`src/rtl/nn_pkg.sv`:
```
// Shared constants and types for the training datapath.
// Labels are 4 bits wide; any code at or above CLASSES is treated as invalid.
package nn_pkg;
   localparam int         IMG_SIZE      = 256;
   localparam int         CLASSES       = 10;
   localparam int         LEARNING_RATE = 3;
   localparam logic [7:0] DELTA_POS     = 8'h20;
   localparam logic [7:0] DELTA_NEG     = 8'hE0;

   typedef enum logic [1:0] {
      IDLE  = 2'd0,
      READ  = 2'd1,
      WRITE = 2'd2,
      DONE  = 2'd3
   } upd_state_t;
endpackage

```
`src/rtl/weight_update_ctrl_if.sv`:
```
// Request/response bundle between the training sequencer and its requester/RAM.
interface weight_update_ctrl_if #(
   parameter int IMG_SIZE = nn_pkg::IMG_SIZE,
   parameter int CLASSES  = nn_pkg::CLASSES
);
   logic                    start;
   logic [IMG_SIZE-1:0]     img;
   logic [3:0]              target;
   logic [3:0]              predicted;
   logic [7:0]              bram_addr;
   logic                    en_update;
   logic [CLASSES-1:0][7:0] weight_deltas;
   logic                    busy;
   logic                    done;
   logic                    label_err;

   modport master (
      output start, img, target, predicted,
      input  bram_addr, en_update, weight_deltas, busy, done, label_err
   );

   modport slave (
      input  start, img, target, predicted,
      output bram_addr, en_update, weight_deltas, busy, done, label_err
   );
endinterface

```
`src/rtl/weight_update_ctrl_delta_gen.sv`:
```
// Combinational per-class delta lanes; isolated so other training rules can replace it.
module delta_gen #(
   parameter int         CLASSES   = nn_pkg::CLASSES,
   parameter logic [7:0] DELTA_POS = nn_pkg::DELTA_POS,
   parameter logic [7:0] DELTA_NEG = nn_pkg::DELTA_NEG
) (
   input  logic [3:0]              target_i,
   input  logic [3:0]              predicted_i,
   input  logic                    active_i,
   output logic [CLASSES-1:0][7:0] deltas_o
);
   for (genvar c = 0; c < CLASSES; c++) begin : g_lane
      assign deltas_o[c] = !active_i                 ? 8'h00     :
                           (target_i    == 4'(c))    ? DELTA_POS :
                           (predicted_i == 4'(c))    ? DELTA_NEG : 8'h00;
   end
endmodule

```
`src/rtl/weight_update_ctrl.sv`:
```
// Training-time sequencer: sweeps every pixel address, waits out the BRAM read
// latency, then issues one delta write per active pixel.
module weight_update_ctrl #(
   parameter int         IMG_SIZE  = nn_pkg::IMG_SIZE,
   parameter int         CLASSES   = nn_pkg::CLASSES,
   parameter int         RD_LAT    = 1,
   parameter logic [7:0] DELTA_POS = nn_pkg::DELTA_POS,
   parameter logic [7:0] DELTA_NEG = nn_pkg::DELTA_NEG
) (
   input  logic                 clk,
   input  logic                 rst_n,
   weight_update_ctrl_if.slave  upd
);
   import nn_pkg::*;

   localparam int                WAIT_W    = (RD_LAT > 1) ? $clog2(RD_LAT) : 1;
   localparam logic [7:0]        LAST_ADDR = 8'(IMG_SIZE - 1);
   localparam logic [WAIT_W-1:0] LAST_WAIT = WAIT_W'(RD_LAT - 1);

   upd_state_t          state_q, state_d;
   logic [7:0]          addr_q, addr_d;
   logic [WAIT_W-1:0]   wait_q, wait_d;
   logic [IMG_SIZE-1:0] img_q, img_d;
   logic [3:0]          target_q, target_d;
   logic [3:0]          predicted_q, predicted_d;
   logic                label_err_q, label_err_d;
   logic                lbl_bad;

   assign lbl_bad = (32'(upd.target)    >= 32'(CLASSES)) ||
                    (32'(upd.predicted) >= 32'(CLASSES));

   always_ff @(posedge clk or negedge rst_n) begin
      if (!rst_n) begin
         state_q     <= IDLE;
         addr_q      <= '0;
         wait_q      <= '0;
         img_q       <= '0;
         target_q    <= '0;
         predicted_q <= '0;
         label_err_q <= 1'b0;
      end else begin
         state_q     <= state_d;
         addr_q      <= addr_d;
         wait_q      <= wait_d;
         img_q       <= img_d;
         target_q    <= target_d;
         predicted_q <= predicted_d;
         label_err_q <= label_err_d;
      end
   end

   always_comb begin
      state_d     = state_q;
      addr_d      = addr_q;
      wait_d      = wait_q;
      img_d       = img_q;
      target_d    = target_q;
      predicted_d = predicted_q;
      label_err_d = label_err_q;
      unique case (state_q)
         IDLE: begin
            if (upd.start) begin
               img_d       = upd.img;
               target_d    = upd.target;
               predicted_d = upd.predicted;
               label_err_d = lbl_bad;
               addr_d      = '0;
               wait_d      = '0;
               // A correct classification has nothing to learn; skip straight to DONE.
               state_d     = (lbl_bad || upd.target == upd.predicted) ? DONE : READ;
            end
         end
         READ: begin
            if (wait_q == LAST_WAIT) begin
               wait_d  = '0;
               state_d = WRITE;
            end else begin
               wait_d = wait_q + WAIT_W'(1);
            end
         end
         WRITE: begin
            if (addr_q == LAST_ADDR) begin
               state_d = DONE;
            end else begin
               addr_d  = addr_q + 8'd1;
               state_d = READ;
            end
         end
         DONE: begin
            addr_d  = '0;
            state_d = IDLE;
         end
         default: state_d = IDLE;
      endcase
   end

   // Outputs decode straight from registered state so reset clears them at once.
   assign upd.bram_addr = addr_q;
   assign upd.en_update = (state_q == WRITE) && img_q[addr_q];
   assign upd.busy      = (state_q != IDLE);
   assign upd.done      = (state_q == DONE);
   assign upd.label_err = label_err_q;

   delta_gen #(
      .CLASSES   (CLASSES),
      .DELTA_POS (DELTA_POS),
      .DELTA_NEG (DELTA_NEG)
   ) u_delta_gen (
      .target_i    (target_q),
      .predicted_i (predicted_q),
      .active_i    (state_q == WRITE),
      .deltas_o    (upd.weight_deltas)
   );
endmodule

```
`src/flat_wrapper.sv`:
```
// flat-port wrapper written by rule: the top's interface ports become plain ports
module weight_update_ctrl_flat import nn_pkg::*;
#(
   parameter int         IMG_SIZE  = nn_pkg::IMG_SIZE,
   parameter int         CLASSES   = nn_pkg::CLASSES,
   parameter int         RD_LAT    = 1,
   parameter logic [7:0] DELTA_POS = nn_pkg::DELTA_POS,
   parameter logic [7:0] DELTA_NEG = nn_pkg::DELTA_NEG
)
  (clk, rst_n, upd_start, upd_img, upd_target, upd_predicted, upd_bram_addr, upd_en_update, upd_weight_deltas, upd_busy, upd_done, upd_label_err);
  weight_update_ctrl_if #(.IMG_SIZE(IMG_SIZE), .CLASSES(CLASSES)) upd_i ();
  input  logic clk;
  input  logic rst_n;
  input wire logic [$bits(upd_i.start)-1:0] upd_start;
  input wire logic [$bits(upd_i.img)-1:0] upd_img;
  input wire logic [$bits(upd_i.target)-1:0] upd_target;
  input wire logic [$bits(upd_i.predicted)-1:0] upd_predicted;
  output wire logic [$bits(upd_i.bram_addr)-1:0] upd_bram_addr;
  output wire logic [$bits(upd_i.en_update)-1:0] upd_en_update;
  output wire logic [$bits(upd_i.weight_deltas)-1:0] upd_weight_deltas;
  output wire logic [$bits(upd_i.busy)-1:0] upd_busy;
  output wire logic [$bits(upd_i.done)-1:0] upd_done;
  output wire logic [$bits(upd_i.label_err)-1:0] upd_label_err;
  assign upd_i.start = upd_start;
  assign upd_i.img = upd_img;
  assign upd_i.target = upd_target;
  assign upd_i.predicted = upd_predicted;
  assign upd_bram_addr = upd_i.bram_addr;
  assign upd_en_update = upd_i.en_update;
  assign upd_weight_deltas = upd_i.weight_deltas;
  assign upd_busy = upd_i.busy;
  assign upd_done = upd_i.done;
  assign upd_label_err = upd_i.label_err;
  weight_update_ctrl #(.IMG_SIZE(IMG_SIZE), .CLASSES(CLASSES), .RD_LAT(RD_LAT), .DELTA_POS(DELTA_POS), .DELTA_NEG(DELTA_NEG)) u_core (.clk(clk), .rst_n(rst_n), .upd(upd_i));
endmodule
```
`config.mk`:
```
export PLATFORM = sky130hd
export DESIGN_NAME = weight_update_ctrl_flat
export DESIGN_NICKNAME = d
export VERILOG_FILES = /design/src/rtl/nn_pkg.sv /design/src/rtl/weight_update_ctrl_if.sv /design/src/rtl/weight_update_ctrl_delta_gen.sv /design/src/rtl/weight_update_ctrl.sv /design/src/flat_wrapper.sv
export SDC_FILE = /design/constraint.sdc
export NUM_CORES = 1
export LEC_CHECK = 0
export BUFFER_PORTS_ARGS = -buffer_cell sky130_fd_sc_hd__buf_4
export CAP_MARGIN = 20
export CORE_MARGIN = 5
export CORE_UTILIZATION = 25
export DETAILED_ROUTE_END_ITERATION = 16
export GPL_ROUTABILITY_DRIVEN = 0
export PLACE_DENSITY_LB_ADDON = 0.15
export RECOVER_POWER = 25
export SLEW_MARGIN = 40
export SYNTH_ARGS = -nofsm -noshare
export SYNTH_HDL_FRONTEND = slang
export SYNTH_SLANG_ARGS = --single-unit
```
`constraint.sdc`:
```
create_clock -name clk -period 4.85 [get_ports clk]
set_clock_uncertainty 0.15 [all_clocks]
set_input_delay 0.485 -clock clk [delete_from_list [all_inputs] [get_ports clk]]
set_output_delay 0.485 -clock clk [all_outputs]
set_load 0.05 [all_outputs]
```
After elaboration in Yosys (flattened, before gate mapping)
Cells that the tools add are included.
{"block": "totals", "reg_bits": 276, "input_bits": 267}
{"block": "op_classes", "add_sub_neg": 2, "order_cmp": 3, "eq_ne": 26, "n_mux": 43, "reduce_logical": 13}
{"operator": "$mux 8", "count": 32}
{"operator": "$eq 4x3->1 const B", "count": 8}
{"operator": "$pmux 8 s3", "count": 1}
{"operator": "$eq 4x2->1 const B", "count": 4}
{"operator": "$eq 4x4->1 const B", "count": 4}
{"operator": "$lt 8x9->1 const B", "count": 1}
{"operator": "$add 8x1->8 const B", "count": 1}
{"operator": "$bmux 1 s8", "count": 1}
{"operator": "$eq 4x1->1 const B", "count": 2}
{"operator": "$eq 8x8->1 const B", "count": 1}
{"operator": "$ge 4x4->1 const B", "count": 2}
{"operator": "$logic_not 4->1", "count": 2}
{"operator": "$mux 2", "count": 4}
{"operator": "$pmux 2 s4", "count": 1}
{"operator": "$ne 2x2->1 const B", "count": 3}
{"operator": "$reduce_and 2->1", "count": 3}
{"operator": "$eq 2x2->1 const B", "count": 2}
{"operator": "$eq 4x4->1", "count": 1}
{"operator": "$reduce_bool 2->1", "count": 2}
{"operator": "$mux 1", "count": 3}
{"operator": "$reduce_and 3->1", "count": 1}
{"operator": "$reduce_bool 3->1", "count": 1}
{"operator": "$eq 2x1->1 const B", "count": 1}
{"operator": "$logic_not 2->1", "count": 1}
{"operator": "other kinds (4)", "count": 5}

Longest topological paths before layout
Gate-level depths: netlist of run 1.
{"block": "logic_depth", "word_depth": 6, "depth_mapped": 11}

Hierarchy
A second synthesis of run 1 with hierarchy kept.
{"block": "hier_totals", "hier_cells": 917, "area_unflattened_um2": 13282.7}
{"module": "weight_update_ctrl", "n_inst": 1, "cells_each": 811, "area_per_inst_um2": 12522.0}
{"module": "delta_gen", "n_inst": 1, "cells_each": 106, "area_per_inst_um2": 760.7}

Least setup slack after synthesis of run 1
No wires, ideal clock.
{"block": "synth_path", "kind": "register -> output", "startpoint": "reg u_core.addr_q[0], in the netlist u_core.upd.bram_addr[0]", "endpoint": "out upd_en_update", "t_arrival_ns": 2.850, "required_ns": 4.215, "setup_slack_ns": 1.365, "stages_incl_launch_ff": 11, "path_buffers": 4, "path_cell_list": "dfrtp_1 -> buf_6 -> buf_6 -> buf_6 -> buf_4 -> mux2i_1 -> a31oi_1 -> o221ai_1 -> a211oi_1 -> a211oi_2 -> o22ai_1"}
{"block": "synth_via", "elab_chain_cells": 3}
{"item": "from (decl)", "line_no": "weight_update_ctrl.sv:21", "text": "logic [7:0] addr_q, addr_d;"}
{"item": "from (signal assigned)", "line_no": "weight_update_ctrl.sv:43", "text": "addr_q <= addr_d;"}
{"item": "$bmux 1 s8", "line_no": "weight_update_ctrl.sv:99", "text": "assign upd.en_update = (state_q == WRITE) && img_q[addr_q];"}
{"item": "$mux 1 (not written as such)", "line_no": "weight_update_ctrl.sv:99"}
{"item": "$logic_and 1x1->1", "line_no": "weight_update_ctrl.sv:99"}
{"item": "to (decl)", "line_no": "flat_wrapper.sv:19", "text": "output wire logic [$bits(upd_i.en_update)-1:0] upd_en_update;"}
No other way between the ends. The select of a mux whose other input is x is not followed.

Worst setup path after layout of run 1
Same ends and word-level chain as after synthesis.

==> results of run 1 <==
-- worst max-delay path, delay by kind of cell, from the launching register on --
kind                   cells  cell delay, ns
DFF                        1            0.72
buffers and inverters      2            0.60
and+or+nand+nor            1            0.12
muxes                      2            0.91
AOI/OAI and AO/OA          3            0.79
-- stage by stage --
stage / area [um2] / utilization / setup slack [ns] / hold WS (ns) / power, uW
2_1_floorplan: 13510 / - / 1.365 / 0.03941 / 6892
6_report: 18770 / 0.3565 / 0.4547 / 0.03894 / 10890
5_1_grt: 18770 / 0.3565 / 0.2068 / 0.004089 / 11590
3_5_place_dp: 16180 / 0.3074 / 0.9222 / 0.2879 / 8161
3_3_place_gp: 16140 / 0.3066 / 0.9595 / 0.2899 / 8082
4_1_cts: 18760 / 0.3563 / 0.2967 / 0.0001192 / 11120
-- path summary, 6_finish.rpt --
| kind | slack [ns] | end | startpoint | cells past startpoint |
|---|---|---|---|---|
| setup / recovery | 0.45 | upd_en_update | u_core.upd.bram_addr[0] | 8 |
| hold / removal | 0.04 | u_core.img_q[169] | upd_img[169] | 2 |
| setup reg to reg | 1.36 | u_core.upd.bram_addr[0] | u_core.upd.bram_addr[0] | 8 |
| hold reg to reg | 0.35 | u_core.img_q[221] | u_core.img_q[221] | 1 |
| max in group asynchronous | 1.06 | u_core.upd.bram_addr[1] | rst_n | 2 |
| min in group asynchronous | 1.33 | u_core.img_q[65] | rst_n | 2 |
-- cell families after synthesis --
family                     Yosys count
buffers and inverters              122
and+or+nand+nor                    110
adders and majority gates            1
other                                1
xor gates and xnor gates             4
muxes                              343
DFF                                275
AOI/OAI and AO/OA                   92
-- flip-flops by register name, indices dropped and copies added (netlist names) --
signal	cells
u_core.upd.bram_addr	8
u_core.state_q	2
u_core.predicted_q	4
u_core.upd.label_err	1
u_core.target_q	4
u_core.img_q	256
-- timing repair --
item / 4_1_cts / 5_1_grt
endpoints found under the hold margin: 180 / 0
setup buffers: 0 / 0
hold buffers: 133 / 0
-- power breakdown --
| part | internal [uW] | switching (uW) | leakage [uW] |
|---|---|---|---|
| combinational | 2220 | 1740 | 0.00413 |
| sequential | 3460 | 698 | 0.00325 |
| clock | 1730 | 1050 | 0.000612 |
| total | 7400 | 3490 | 0.00798 |
-- Yosys cell counts, drive strengths merged (3+ instances only) --
library cell  count
nand4             3
inv               4
and3              7
a31oi             8
o221ai            7
buf             103
a22oi             6
o21ai            27
mux4             53
xnor2             4
dfrtp           275
o31ai             3
nor3b             3
nor2             18
nand2b            6
nand2            32
a211oi            9
and2              6
or2               3
mux2i            22
nand3            12
nor3              3
nor2b            13
clkbuf           15
mux2            268
a21oi            22
-- metal layers --
metal | part of all wire | vias up
li1 | - | 4274
met1 | 0.43 | 4750
met2 | 0.48 | 294
met3 | 0.065 | 57
met4 | 0.022 | 4
met5 | 0.00062 | -
-- layout make-up --
| class | count | area (um2) | area share |
|---|---|---|---|
| sequential | 275 | 6890 | 0.3670 |
| multi-input combinational | 600 | 5847 | 0.3115 |
| timing repair buffer | 462 | 3916 | 0.2086 |
| clock buffer | 56 | 1097 | 0.05845 |
| tap | 688 | 860.8 | 0.04585 |
| clock inverter | 9 | 146.4 | 0.007798 |
| inverter | 4 | 15.01 | 0.0007998 |
==> key figures, run 1 <==
Final layout
  – Nets: roughly 1600
  – Fillers: slightly above 5000
  – Final cell count without fillers: between 2000 and 2500
  – Layout cells sized above 1: 0.5014
  – Commonest cells after routing, fill and taps aside: buf_4, dfrtp_1, mux2_2
  – Antenna cells: 0
  – Area Growth Syn to Fin: 40.83%
  – Commonest non-fill, non-tap cell in the layout: buf_4

Clock tree
  – Post-CTS resize count: 0
  – Clock net sink count: roughly 280
  – Clock Pin Slew Worst Setup and Hold Paths: 0.05 ns
  – CTS Root Cell: clkbuf_16
  – CTS tree: built
  – Num CTS Buffers: 37
  – H-tree levels: 2
  – Clk buf depth: 3
  – Clk_lat worst skew: 0.54 ns

Global routing
  – Initial antenna violation count: 2
  – Global Route Usage Sum: 0.1475
  – M1 GR Usage: 0.1936
  – Gr busiest metal: met2
  – Met3 usage: 0.03280
  – Largest net degree at the start of global routing: approximately 140
  – Global-route wire length before repair: about 64 mm
  – Number of global-route vias before repair: 10170
  – Met2 Use GR: 0.2470
  – Grt total ovfl: 0

Timing
  – Max Slew Vio Count: between 40 and 50
  – Slew headroom: -1.017
  – F_max: between 200 and 250 MHz
  – Fin Setup TNS: 0 ns
  – RSZ-0062 raised after global routing: false
  – Final setup violation count: 0
  – Minimum clock period after layout: about 4.4 ns
  – Slew @ Worst Pin: 3.025 ns
  – Hold Vio Cnt, Final: 0
  – Final period util: 0.9062

Job
  – Max-capacitance violation count: 1

Worst setup path
  – Crit. End Element: output pin
  – CP Data Required Time: 4.22 ns
  – CP max stage delay: approximately 0.7 ns
  – CP Cell Sequence: buf_12, mux4_1, mux2_2, a221oi_2, nor3_1, a211oi_2, o22ai_1, buf_4
  – Critical path class: reg2out
  – Crit Path Max Fanout: 50
  – CP max-delay cell: dfrtp_4
  – Critical Path Start Type: register
  – Critical Path AT: ~3.8 ns

Route
  – Drt drc: 0
  – Drt total wl: approximately 44 mm
  – First-pass DRT Iterations: 4
  – Vias/cell: 4.479
  – Drt first-iter violations: 502
  – ANT nets after route: 0
  – Vias: about 9400
  – DR WL/cell: 20.93 um

Synthesis
  – Top_reg_cell synth: dfrtp_1
  – Xor and xnor fraction of the mapped netlist area: 0.002628
  – Post-synthesis compound-gate area fraction: 0.04430
  – Post-synthesis sequential area ratio: 0.5162
  – Syn Inst Count: 948
  – Post-synth top area share: 0.5162
  – Mux cell area share after synthesis: 0.3344
  – YS warnings: 0
  – EDFF count, synth: 0
  – Synthesized cell area: 13330 um2
  – Syn_area_per_cell: approximately 14 um2
  – Synth area leader: dfrtp_1
  – Ranking of synthesized cells by area: dfrtp_1, mux2_2, mux4_2, buf_4, mux2i_1
  – Fraction of registers with async set/reset: 1.000
  – Synthesized-area fraction occupied by adder cells: 0.0009386
  – Yosys reg bits: 275
  – Yosys cell types: 53
  – Simple-gate share of the synthesized area: 0.04158
  – Largest family of logic cells by synthesized area: multiplexers

Min path
  – Worst hold path type: in2reg

Power and ir drop
  – Peak supply drop: approximately 0.22 mV
  – Static Leakage: ~0.008 uW
  – Pwr per Cell Area: ~580 nW/um2

Floorplanning
  – # IOs: 359
  – Initial core utilization: 0.2532
  – Die Span Y: between 200 and 250 um
  – Die W: approximately 240 um
  – Die footprint: between 50000 and 60000 um2
  – Core Box Area: between 50000 and 60000 um2
  – Num rows: 84

Status
  – Failing checks: max-capacitance violations, max-slew violations
  – Status: finished with violations

Placement
  – Placed cell count: approximately 1900
  – Buffers on Ports: around 310
  – Dpl hpwl: around 32 mm
Note: power is estimated with default switching activity, not from simulation.
==> run 2: changes to the inputs <==
Clock period 4.85 ns to 4.65 ns, I/O delays scaled along.
==> run 2 against run 1 <==
  * Worst setup slack got worse by 0.16 ns
  * First-iteration DRC count shrank 9.6%
  * The flow still finishes with violations (max-capacitance violations, max-slew violations)
  * Total power increased by 3.9%
  * Via count rose by 2.4%
  * Register-to-register slack worse by 0.21 ns
  * Die area is the same
  * Sequential power is 5.0% higher
  * Highest routed layer is now met4
  * Sequential share of layout area fell by 1.4 points
  * Final cell count is 3.6% higher
  * Critical path type unchanged
  * Largest power group unchanged
  * Utilization rose by 1.4 points
  * Global-route usage grew 0.41 points
==> key figures, run 2 (synthesized netlist as in run 1, its figures left out) <==
Timing
  – Slew headroom: -1.107 (-0.08985)
  – Slew @ Worst Pin: 3.160 ns (+0.1348 ns)
  – Final setup violation count: 0 (unchanged)
  – Max Slew Vio Count: 61 (+24%)
  – Fin Setup TNS: 0 ns (unchanged)
  – Final period util: 0.9366
  – Hold Vio Cnt, Final: 0 (unchanged)
  – RSZ-0062 raised after global routing: false
  – F_max: around 230 MHz
  – Minimum clock period after layout: 4.355 ns

Clock tree
  – Clk buf depth: 3 (unchanged)
  – CTS tree: built
  – Num CTS Buffers: 35 (-5.4%)
  – Post-CTS resize count: 0 (unchanged)
  – CTS Root Cell: clkbuf_16
  – H-tree levels: 2 (unchanged)
  – Clk_lat worst skew: 0.53 ns (about the same)
  – Clock net sink count: 275 (unchanged)
  – Clock Pin Slew Worst Setup and Hold Paths: 0.06 ns (about the same)

Floorplanning
  – Die footprint: 58040 um2 (unchanged)
  – Num rows: 84 (unchanged)
  – Core Box Area: 52660 um2 (unchanged)
  – Initial core utilization: 0.2532 (unchanged)
  – # IOs: 359 (unchanged)
  – Die Span Y: 240.9 um (unchanged)
  – Die W: 240.9 um (unchanged)

Power and ir drop
  – Power share of the combinational group: 0.364 (about the same)
  – Cell internal pwr: 7721 uW (+4.3%)
  – Pwr per Cell Area: 580.0 nW/um2 (about the same)
  – Switching Fraction: 0.3174 (-0.002829)
  – NetSw: 3591 uW (+2.9%)
  – Static Leakage: 0.008286 uW (+3.8%)
  – Share of power burned in registers: 0.386 (+0.004)
  – Clk pwr share: 0.250 (-0.005)
  – Peak supply drop: 0.2185 mV (+1.4%)

Global routing
  – Initial antenna violation count: 2 (unchanged)
  – Global-route wire length before repair: 66.49 mm (+3.4%)
  – Grt total ovfl: 0 (unchanged)
  – Largest net degree at the start of global routing: 79 (-45%)
  – Number of global-route vias before repair: 10420 (+2.5%)
  – Global Route Usage Sum: 0.1516 (+0.004124)

Final layout
  – Final cell count without fillers: 2169 (+3.6%)
  – Largest Register: u_core.img_q
  – Fillers: 5101 (-0.020%)
  – Area Growth Syn to Fin: 46.29%
  – Final Instance Area: 19500 um2 (+3.9%)
  – Max reg flops: 256 (unchanged)
  – Area occupied by multi-input gates: 5854 um2 (+0.13%)
  – Layout cells sized above 1: 0.4790 (-0.02240)
  – Commonest non-fill, non-tap cell in the layout: buf_4
  – Commonest cells after routing, fill and taps aside: buf_4, dfrtp_1, mux2_2
  – Register area: 6890 um2 (unchanged)
  – Nets: 1723 (+4.6%)

Route
  – ANT nets after route: 0 (unchanged)
  – Vias/cell: 4.429 (-1.1%)
  – Vias: 9607 (+2.4%)
  – DR WL/cell: 20.62 um (-1.5%)
  – Drt total wl: 44.73 mm (+2.1%)
  – Drt drc: 0 (unchanged)
  – First-pass DRT Iterations: 6 (+2)
  – Drt first-iter violations: 454 (-9.6%)

Worst setup path
  – Critical Path Start Type: register
  – CP max-delay cell: dfrtp_4
  – Crit. End Element: output pin
  – CP max stage delay: 0.66 ns (-0.06 ns)
  – CP Data Required Time: 4.03 ns (-0.19 ns)
  – Critical path class: reg2out
  – Crit Path Max Fanout: 42 (-16%)
  – Critical Path AT: 3.74 ns (-0.02 ns)
  – Critical path buffer and inverter count: 2 (unchanged)
  – CP delay by family, top: multiplexers
  – CP Cell Sequence: buf_12, mux4_1, mux2_2, a221oi_2, nor3_1, a211oi_2, o22ai_1, buf_4

Min path
  – Worst hold path type: in2reg

Job
  – Max-capacitance violation count: 1 (unchanged)

Status
  – Failing checks: max-capacitance violations, max-slew violations
  – Status: finished with violations

Placement
  – Post-DP Area: 16210 um2 (+0.15%)
  – Placed cell count: 1897 (+0.11%)
  – Dpl hpwl: 32.01 mm (+0.80%)
  – Buffers on Ports: 308 (unchanged)
## run 2: changes by cell type in the layout (fill, tap and decap cells not counted), sizes merged
cell,delta
buf,+2
bufinv,+1
clkinvlp,+1
dlygate4sd3,+75
diode,+3
clkdlybuf4s25,+1
clkbuf,-7
clkinv,+2
inv,-3
## run 2: worst reg2reg max path, stage by stage, from the launching register on
cell and delay (ns):
dfrtp_4 0.77, buf_4 0.53, ha_1 0.31, and3_1 0.19, and3_1 0.21, nand4_1 0.19, o21ai_1 0.46, or2_0 0.40
o21ai_1 0.15
## run 2: cell type report
class,count,area share
repair buffers,539,0.2400
diodes,3,0.0003850
multi-input cells,600,0.3002
clock buffers,50,0.05293
inverters,4,0.0007699
clock inverters,10,0.008213
flip-flops and latches,275,0.3533
well taps,688,0.04414
## run 2: path summary, 6_finish.rpt
check                                        start                       to  slack, ns  depth (start not counted)
min reg2reg                      u_core.img_q[124]        u_core.img_q[124]       0.35                          1
min in group asynchronous                    rst_n         u_core.img_q[66]       1.59                          2
max reg2reg                u_core.upd.bram_addr[1]  u_core.upd.bram_addr[0]       1.15                          8
min                                   upd_img[165]        u_core.img_q[165]       0.04                          2
max                        u_core.upd.bram_addr[0]            upd_en_update       0.29                          8
max in group asynchronous                    rst_n  u_core.upd.bram_addr[0]       0.87                          4
## run 2: layer usage
layer  global-route usage  share of wire
met5                    0              0
met4              0.04291          0.022
met3              0.02765          0.053
met2               0.2562           0.49
met1               0.2007           0.44
## run 2: stage by stage
step | utilization | total power (uW) | hold slack [ns] | setup slack (ns)
after global placement | 0.3066 | 8374 | 0.3330 | 0.3869
after floorplan | - | 7189 | 0.01941 | 1.185
final | 0.3704 | 11310 | 0.03706 | 0.2948
after CTS | 0.3700 | 11540 | 0.00001305 | 0.02212
after detailed placement | 0.3078 | 8466 | 0.3080 | 0.6449
after global routing | 0.3703 | 12040 | 0.01198 | 0.1349
## run 2: repair_timing
action | CTS | global route
hold buffers | 208 | 0
setup endpoints to repair | 0 | 1
setup buffers | 0 | 1
endpoints found under the hold margin | 267 | 0
## run 2: power groups by stage
stage / clock, uW / combinational, uW / sequential, uW
6_report: 2830 / 4110 / 4370
5_1_grt: 3030 / 4470 / 4540
4_1_cts: 2950 / 4180 / 4410
3_5_place_dp: 0 / 4020 / 4450
3_3_place_gp: 0 / 3910 / 4460
2_1_floorplan: 0 / 3120 / 4070
